**src/rtl/demux1x2x32_buf_pkg.sv**
```systemverilog
// Shared widths and branch-select encodings
// for the buffered 1-to-2 result demux.
package demux1x2x32_buf_pkg;

  localparam int DATA_W = 32;

  localparam logic SEL_Y0 = 1'b0;
  localparam logic SEL_Y1 = 1'b1;

endpackage

```
**src/rtl/demux1x2x32_buf_fifo_sync.sv**
```systemverilog
// Small synchronous FIFO with masked head output.
// Storage is not cleared by reset.
module fifo_sync #(
  parameter int WIDTH = 32,
  parameter int DEPTH = 2
) (
  input  logic                       clk,
  input  logic                       rst,
  input  logic                       push,
  input  logic [WIDTH-1:0]           din,
  input  logic                       pop_ready,
  output logic [WIDTH-1:0]           dout,
  output logic                       valid,
  output logic                       full,
  output logic                       empty,
  output logic [$clog2(DEPTH):0]     cnt
);

  localparam int AW = $clog2(DEPTH);
  localparam int CW = AW + 1;

  logic [WIDTH-1:0] mem [DEPTH];
  logic [AW-1:0]    wr_ptr;
  logic [AW-1:0]    rd_ptr;
  logic             pop;

  assign empty = (cnt == '0);
  assign full  = (cnt == CW'(DEPTH));
  assign valid = ~empty;
  assign pop   = valid & pop_ready;
  assign dout  = empty ? '0 : mem[rd_ptr];

  always_ff @(posedge clk) begin
    if (push) begin
      mem[wr_ptr] <= din;
    end
  end

  // Pointers wrap naturally since DEPTH is a power of two.
  always_ff @(posedge clk) begin
    if (rst) begin
      wr_ptr <= '0;
      rd_ptr <= '0;
      cnt    <= '0;
    end else begin
      if (push) wr_ptr <= wr_ptr + AW'(1);
      if (pop)  rd_ptr <= rd_ptr + AW'(1);
      unique case ({push, pop})
        2'b10:   cnt <= cnt + CW'(1);
        2'b01:   cnt <= cnt - CW'(1);
        default: cnt <= cnt;
      endcase
    end
  end

endmodule

```
**src/rtl/demux1x2x32_buf.sv**
```systemverilog
// Buffered 1-to-2 demux: steers a0 into one of
// two per-branch FIFOs with valid/ready flow control.
module demux1x2x32_buf
  import demux1x2x32_buf_pkg::*;
#(
  parameter int WIDTH = DATA_W,
  parameter int DEPTH = 2,
  parameter int CNTW  = $clog2(DEPTH) + 1
) (
  input  logic             clk,
  input  logic             rst,
  input  logic [WIDTH-1:0] a0,
  input  logic             s,
  input  logic             in_valid,
  output logic             in_ready,
  output logic [WIDTH-1:0] y0,
  output logic             y0_valid,
  input  logic             y0_ready,
  output logic [WIDTH-1:0] y1,
  output logic             y1_valid,
  input  logic             y1_ready,
  output logic [CNTW-1:0]  cnt0,
  output logic [CNTW-1:0]  cnt1
);

  logic full0, full1;
  logic empty0, empty1;
  logic push0, push1;

  // Readiness depends only on fullness, never on
  // the consumer's ready, so no look-ahead path.
  assign in_ready = ~rst & ((s == SEL_Y1) ? ~full1 : ~full0);
  assign push0 = in_valid & (s == SEL_Y0) & ~full0 & ~rst;
  assign push1 = in_valid & (s == SEL_Y1) & ~full1 & ~rst;

  fifo_sync #(
    .WIDTH (WIDTH),
    .DEPTH (DEPTH)
  ) u_fifo0 (
    .clk       (clk),
    .rst       (rst),
    .push      (push0),
    .din       (a0),
    .pop_ready (y0_ready),
    .dout      (y0),
    .valid     (y0_valid),
    .full      (full0),
    .empty     (empty0),
    .cnt       (cnt0)
  );

  fifo_sync #(
    .WIDTH (WIDTH),
    .DEPTH (DEPTH)
  ) u_fifo1 (
    .clk       (clk),
    .rst       (rst),
    .push      (push1),
    .din       (a0),
    .pop_ready (y1_ready),
    .dout      (y1),
    .valid     (y1_valid),
    .full      (full1),
    .empty     (empty1),
    .cnt       (cnt1)
  );

  logic unused;
  assign unused = empty0 ^ empty1;

endmodule
```
**config.mk**
```make
export PLATFORM = sky130hd
export DESIGN_NAME = demux1x2x32_buf
export DESIGN_NICKNAME = d
export VERILOG_FILES = /design/src/rtl/demux1x2x32_buf_pkg.sv /design/src/rtl/demux1x2x32_buf_fifo_sync.sv /design/src/rtl/demux1x2x32_buf.sv
export SDC_FILE = /design/constraint.sdc
export NUM_CORES = 1
export LEC_CHECK = 0
export CORE_UTILIZATION = 51
export DETAILED_ROUTE_END_ITERATION = 10
export PLACE_DENSITY = 0.8
export SLEW_MARGIN = 10
export SYNTH_ARGS = -nofsm -noshare
export SYNTH_HDL_FRONTEND = slang
export SYNTH_HIERARCHICAL = 1
export SYNTH_SLANG_ARGS = --single-unit
```
**constraint.sdc**
```tcl
create_clock -name clk -period 4 [get_ports clk]
set_input_delay 0.8 -clock clk [delete_from_list [all_inputs] [get_ports clk]]
set_output_delay 0.8 -clock clk [all_outputs]
set_load 0.02 [all_outputs]
```
==> out/results.ini <==
[run_status]
status = completed

[timing]
worst_pin_slew_ns = 0.895
fin_crit_sh_pct = 83.2
finalHoldViolCount = 0
fmax_mhz = 300
rsz0062_at_grt = no
hold_ws_ns = 0.499
finalSetupTns_ns = 0
slew_headroom_pct = 40.3
slew_violations = 0
setup_viol = 0
fin_ws_ns = 0.671
clock_skew_ns = 0.00514
period_minus_slack_ns = 3.33

[pwr]
clockPowerShare_pct = 39.2
seqPwrFrac_pct = 39.6
peakVddDrop_mv = 0.353
net-switching-power_mw = 1.11
powerDensity_nw_per_um2 = 590
p_leak_nw = 2.35
intPower_mw = 3.11
total_power_mw = 4.22
sw_frac_of_total_pct = 26.3
combPwrFrac_pct = 21.2

[cts]
clockBufferDepth = 2
clk_pin_slew_ns = 0.06
post_cts_resized = 0
cts_tree = built
cts_max_level = 4
cts_setup_buffers = 0
clk_latency_ns = 0.50
clock-root-buffer = clkbuf_8
postCtsHoldBufs = 0
cts_buffers = 17
clock-sinks = 138

[finish]
area_growth_syn_to_layout_pct = 35.7
diodes = 0
stdcell_count = 588
fin_nets = 483
utilization_pct = 72.1
finalInstanceArea_um2 = 7140
fillCellCount = 637
layout_commonest_cell = edfxtp_1
final_cell_mix = edfxtp_1 (128), clkdlybuf4s50_1 (108), nor2_1 (72)
drive_above_1_share_pct = 9.89

[logic_synthesis]
ys_ff_latch = 138
yosys_warnings = 6
syn_inst = 325
syn_area_um2 = 5260
syn_area_per_cell_um2 = 16.2
ys_seq_area_share_pct = 76.8
yosys.cell_types.count = 18
synth.net_count = 365

[floorplan]
chipHeight_um = 104
initial_core_util_pct = 53.1
fp.dieW_um = 104
std_cell_rows = 36
die_area_um2 = 10700
ioPinCount = 109
core_area_um2 = 9910

[hold_path]
hold_class = reg -> reg
hold_path_depth = 2
worstHoldStart = u_fifo0/rd_ptr$_SDFFE_PP0P_

[worst_setup_path]
setup.worst_path.end_class = output port
critPathRequiredTime_ns = 3.20
critPathKind = reg -> out
crit_arrival_ns = 2.53
cp_max_fo = 18
reg2regPathDepth = 5
cp-start-kind = register
critPathBufInv = 2
slowest_delay_ns = 0.62
path_delay_family = buffers and inverters
startpoint = u_fifo1/cnt[0]$_SDFFE_PP0P_
crit_cells = 4
crit_slowest_cell = nor2_2
reg2reg_from = u_fifo0/cnt[0]$_SDFFE_PP0P_
worstPathCellList = nor2_2, buf_4, nor2_1, clkdlybuf4s50_1

[drt]
initialDrtViolationCount = 97
viasPerCell = 5.16
ant_nets = 0
routed-via-count = 3035
routed_wl_um = 10400
drcViolationCount = 0
firstDrtPassIters = 4
wire_per_inst_um = 17.7

[global_routing]
grt_start_max_net_pins = 34
grt_pass1_wl_um = 16200
grt_use_total_pct = 20.3
grt_pass1_vias = 3123
antenna_found_initial = 0
grt_overflow = 0

[placement]
dp.cells = 557
post_dp_cell_area_um2 = 6510
pre_cts_ws_ns = 0.780
place_congestion = 0.762
port_buffers = 108
hpwl_um = 6430

[flow_run]
maxCapViolCount = 0

==> flip-flops by register name, summed over array words and instances (netlist names), named ones only <==
signal / count
u_fifo1/mem: 64
u_fifo0/rd_ptr: 1
u_fifo1/wr_ptr: 1
u_fifo1/rd_ptr: 1
u_fifo0/mem: 64
u_fifo0/cnt: 2
u_fifo0/wr_ptr: 1
u_fifo1/cnt: 2
==> kinds of logic after synthesis <==
family	Yosys count	synth area share, %
compound gates	7	0.713
xor+xnor	8	1.33
fa+ha+maj	2	0.475
buf+inv	20	1.76
flops	138	76.8
mux	64	12.2
simple gates	86	6.70
==> final timing paths <==
check | to | slack (ns)
setup / recovery | y1[0] | 0.67
hold / removal | u_fifo0/rd_ptr$_SDFFE_PP0P_ | 0.50
setup reg to reg | u_fifo0/mem[0][27]$_DFFE_PP_ | 1.83
hold reg to reg | u_fifo0/rd_ptr$_SDFFE_PP0P_ | 0.50
==> power groups by stage <==
stage	combinational, mW	sequential, mW	clock [mW]
final	0.893	1.67	1.65
after global placement	0.873	1.70	0
after floorplan	0.494	1.69	0
after detailed placement	0.889	1.70	0
after global routing	0.947	1.67	1.75
after CTS	0.900	1.67	1.67
==> cell type report <==
| type | instances | area, um^2 | share of cell area (%) |
|---|---|---|---|
| flip-flops and latches | 138 | 4050 | 56.7 |
| repair buffers | 113 | 1120 | 15.7 |
| clock buffers | 17 | 414 | 5.80 |
| clock inverters | 14 | 219 | 3.07 |
| multi-input cells | 167 | 1150 | 16.2 |
| well taps | 133 | 166 | 2.33 |
| inverters | 6 | 22.5 | 0.315 |
==> per-layer routing <==
layer  vias to the layer above  GRT usage (%)  wire length, um
li1                       1419              -                -
met1                      1499           24.8             4450
met2                       105           34.7             5350
met3                        12           6.23              494
met4                         0           6.42              101
met5                         -              0                0
==> synthesized netlist by cell type (all sizes together) <==
library cell	count	share of area (%)
nor3	1	0.095
dfxtp	10	3.8
nor3b	1	0.24
and2	2	0.24
inv	6	0.43
nor2	76	5.4
a211oi	1	0.14
mux2i	64	12
xnor2	4	0.67
a21oi	2	0.19
o21ai	4	0.38
buf	14	1.3
nor2b	3	0.36
or3	2	0.24
xor2	4	0.67
nand2b	1	0.12
ha	2	0.48
edfxtp	128	73
==> worst min-delay path, stage by stage (launching register included) <==
cell     delay (ns)
dfxtp_1        0.32
xor2_1         0.08
nor2_1         0.07
(Power assumes the default switching activity.)
==> RTL edit: new RTL, same flow settings <==
Change the package constant `DATA_W` from 32 to 64.
--- a/src/rtl/demux1x2x32_buf_pkg.sv
+++ b/src/rtl/demux1x2x32_buf_pkg.sv
@@ -3,5 +3,5 @@
 package demux1x2x32_buf_pkg;
 
-  localparam int DATA_W = 32;
+  localparam int DATA_W = 64;
 
   localparam logic SEL_Y0 = 1'b0;
Ports: changed (resized a0, y0 and y1); port bits go from 109 to 205. No check against the original RTL was run, so the function may have changed too.
==> RTL edit against the unedited design <==
  * Largest cell class unchanged
  * Power up 68%
  * Critical path type unchanged
  * Critical path depth unchanged
  * Synthesized cell count up 83%
  * Maximum frequency down 3.2%
  * Clock skew up 0.015 ns
  * Wire length up 98%
  * Global-route usage up 0.094 points
  * Area after synthesis up 93%
  * Count of clock-buffer cells in the layout up 18
  * Sequential cell count up 128
  * Design area up 85%
  * Clock power up 33%
  * Worst setup slack worse by 0.11 ns
==> RTL edit: results <==
group,metric,value,unit
setup_path,cpMaxStageDelayCell,"dfxtp_4",
power_and_ir_drop,power.switching,1.95,mW
timing,skew,0.0198,ns
drt,post_drt_wl_per_cell,18.8,um
power_and_ir_drop,clkPwrFrac,30.9,%
setup_path,r2r_slack,1.66,ns
setup_path,path_max_fanout,38,
synth,ys_seq_area_share,77.7,%
placed_design,hpwl,13.7,mm
worst_hold_path,holdPathStages,2,
synth,synth_common_cells,"edfxtp_1 (256), nor2_1 (138), mux2i_1 (128)",
global_route,grt_antenna_before_repair,2,
timing,holdWs,0.512,ns
final_layout,fin_nets,884,
setup_path,critPathCapture,"y0[14]",
setup_path,ff2ff_path_depth,4,
synth,synth.area.top_cells,"edfxtp_1 (76%), mux2i_1 (13%), nor2_1 (5.1%)",
global_route,grt_max_degree,65,
placed_design,pre_cts_ws,0.711,ns
final_layout,reg_top3,"u_fifo0/mem (128), u_fifo1/mem (128)",
final_layout,drive_above_1_share,6.50,%
cts,clk_latency,0.52,ns
cts,clk_path_buf_depth,3,
global_route,grt_pass1_wl,31.0,mm
placed_design,place_congestion,0.805,
synth,synth_warnings,6,
global_route,grt.total_usage,20.4,%
setup_path,timing.rr.end,"u_fifo0/mem[1][21]$_DFFE_PP_",
synth,synth_area_per_cell,17.1,um^2
synth,synth_edf_count,256,
power_and_ir_drop,static-leakage-power,4.23,nW
synth,syn_nets,667,
synth,synth_cell_type_count,22,
setup_path,max_stage_delay,0.80,ns
final_layout,fillers,1265,
timing,worst_pin_slew,0.796,ns
power_and_ir_drop,combinationalPower,1.65,mW
drt,vias_per_cell,5.12,
cts,cts-root-buf,"clkbuf_16",
global_route,grt_pass1_vias,5674,
drt,wl,20.6,mm
power_and_ir_drop,ir_drop,0.374,mV
placed_design,post-place-cells,1049,
placed_design,portBuffers,204,
status,outcome,"finished, final reports clean",
cts,htree_num_levels,1,
drt,initialDrtViolationCount,367,
timing,timing.final.crit_share,86.0,%
==> RTL edit: changes by cell type in the layout (fill, tap and decap cells not counted), moves of 4 or more <==
cell | unedited run | this run
buf_12 | 0 | 4
buf_4 | 5 | 9
bufinv_16 | 5 | 0
clkbuf_1 | 0 | 8
clkbuf_16 | 16 | 27
clkdlybuf4s50_1 | 108 | 204
clkinv_1 | 0 | 7
edfxtp_1 | 128 | 256
inv_6 | 4 | 0
mux2i_1 | 64 | 128
nor2_1 | 72 | 136
==> RTL edit: worst reg2reg max path: cells and delay by family (launching register included) <==
family        cells  cell delay [ns]
buf+inv           1             0.37
simple gates      3             1.21
flops             1             0.44
==> RTL edit: cell families after synthesis <==
group,after synthesis,share of synthesized area (%)
and+or+nand+nor,150,5.92
adders and majority gates,2,0.247
buffers and inverters,34,2.42
muxes,128,12.6
xor gates and xnor gates,8,0.690
AOI/OAI and AO/OA,7,0.370
DFF,266,77.7
==> RTL edit: final cells by class <==
| class | count | area share (%) |
|---|---|---|
| inverters | 6 | 0.170 |
| diodes | 2 | 0.0378 |
| repair buffers | 217 | 16.5 |
| multi-input cells | 295 | 15.4 |
| clock inverters | 12 | 0.453 |
| clock buffers | 35 | 5.33 |
| well taps | 265 | 2.50 |
| flip-flops and latches | 266 | 59.6 |
==> RTL edit: metal layers <==
layer / vias to the layer above / track usage (%) / routed length [um]
met4: 2 / 6.56 / 413
li1: 2620 / - / -
met5: - / 0 / 13
met1: 2759 / 26.1 / 8560
met2: 200 / 34.2 / 10100
met3: 36 / 5.23 / 1480
==> RTL edit: through the flow <==
stage,area [um^2],power (mW)
finish,13200,7.08
global route,13200,7.35
CTS,13200,7.14
detailed placement,12500,4.96
global placement,12500,4.93
floorplan,10200,4.23
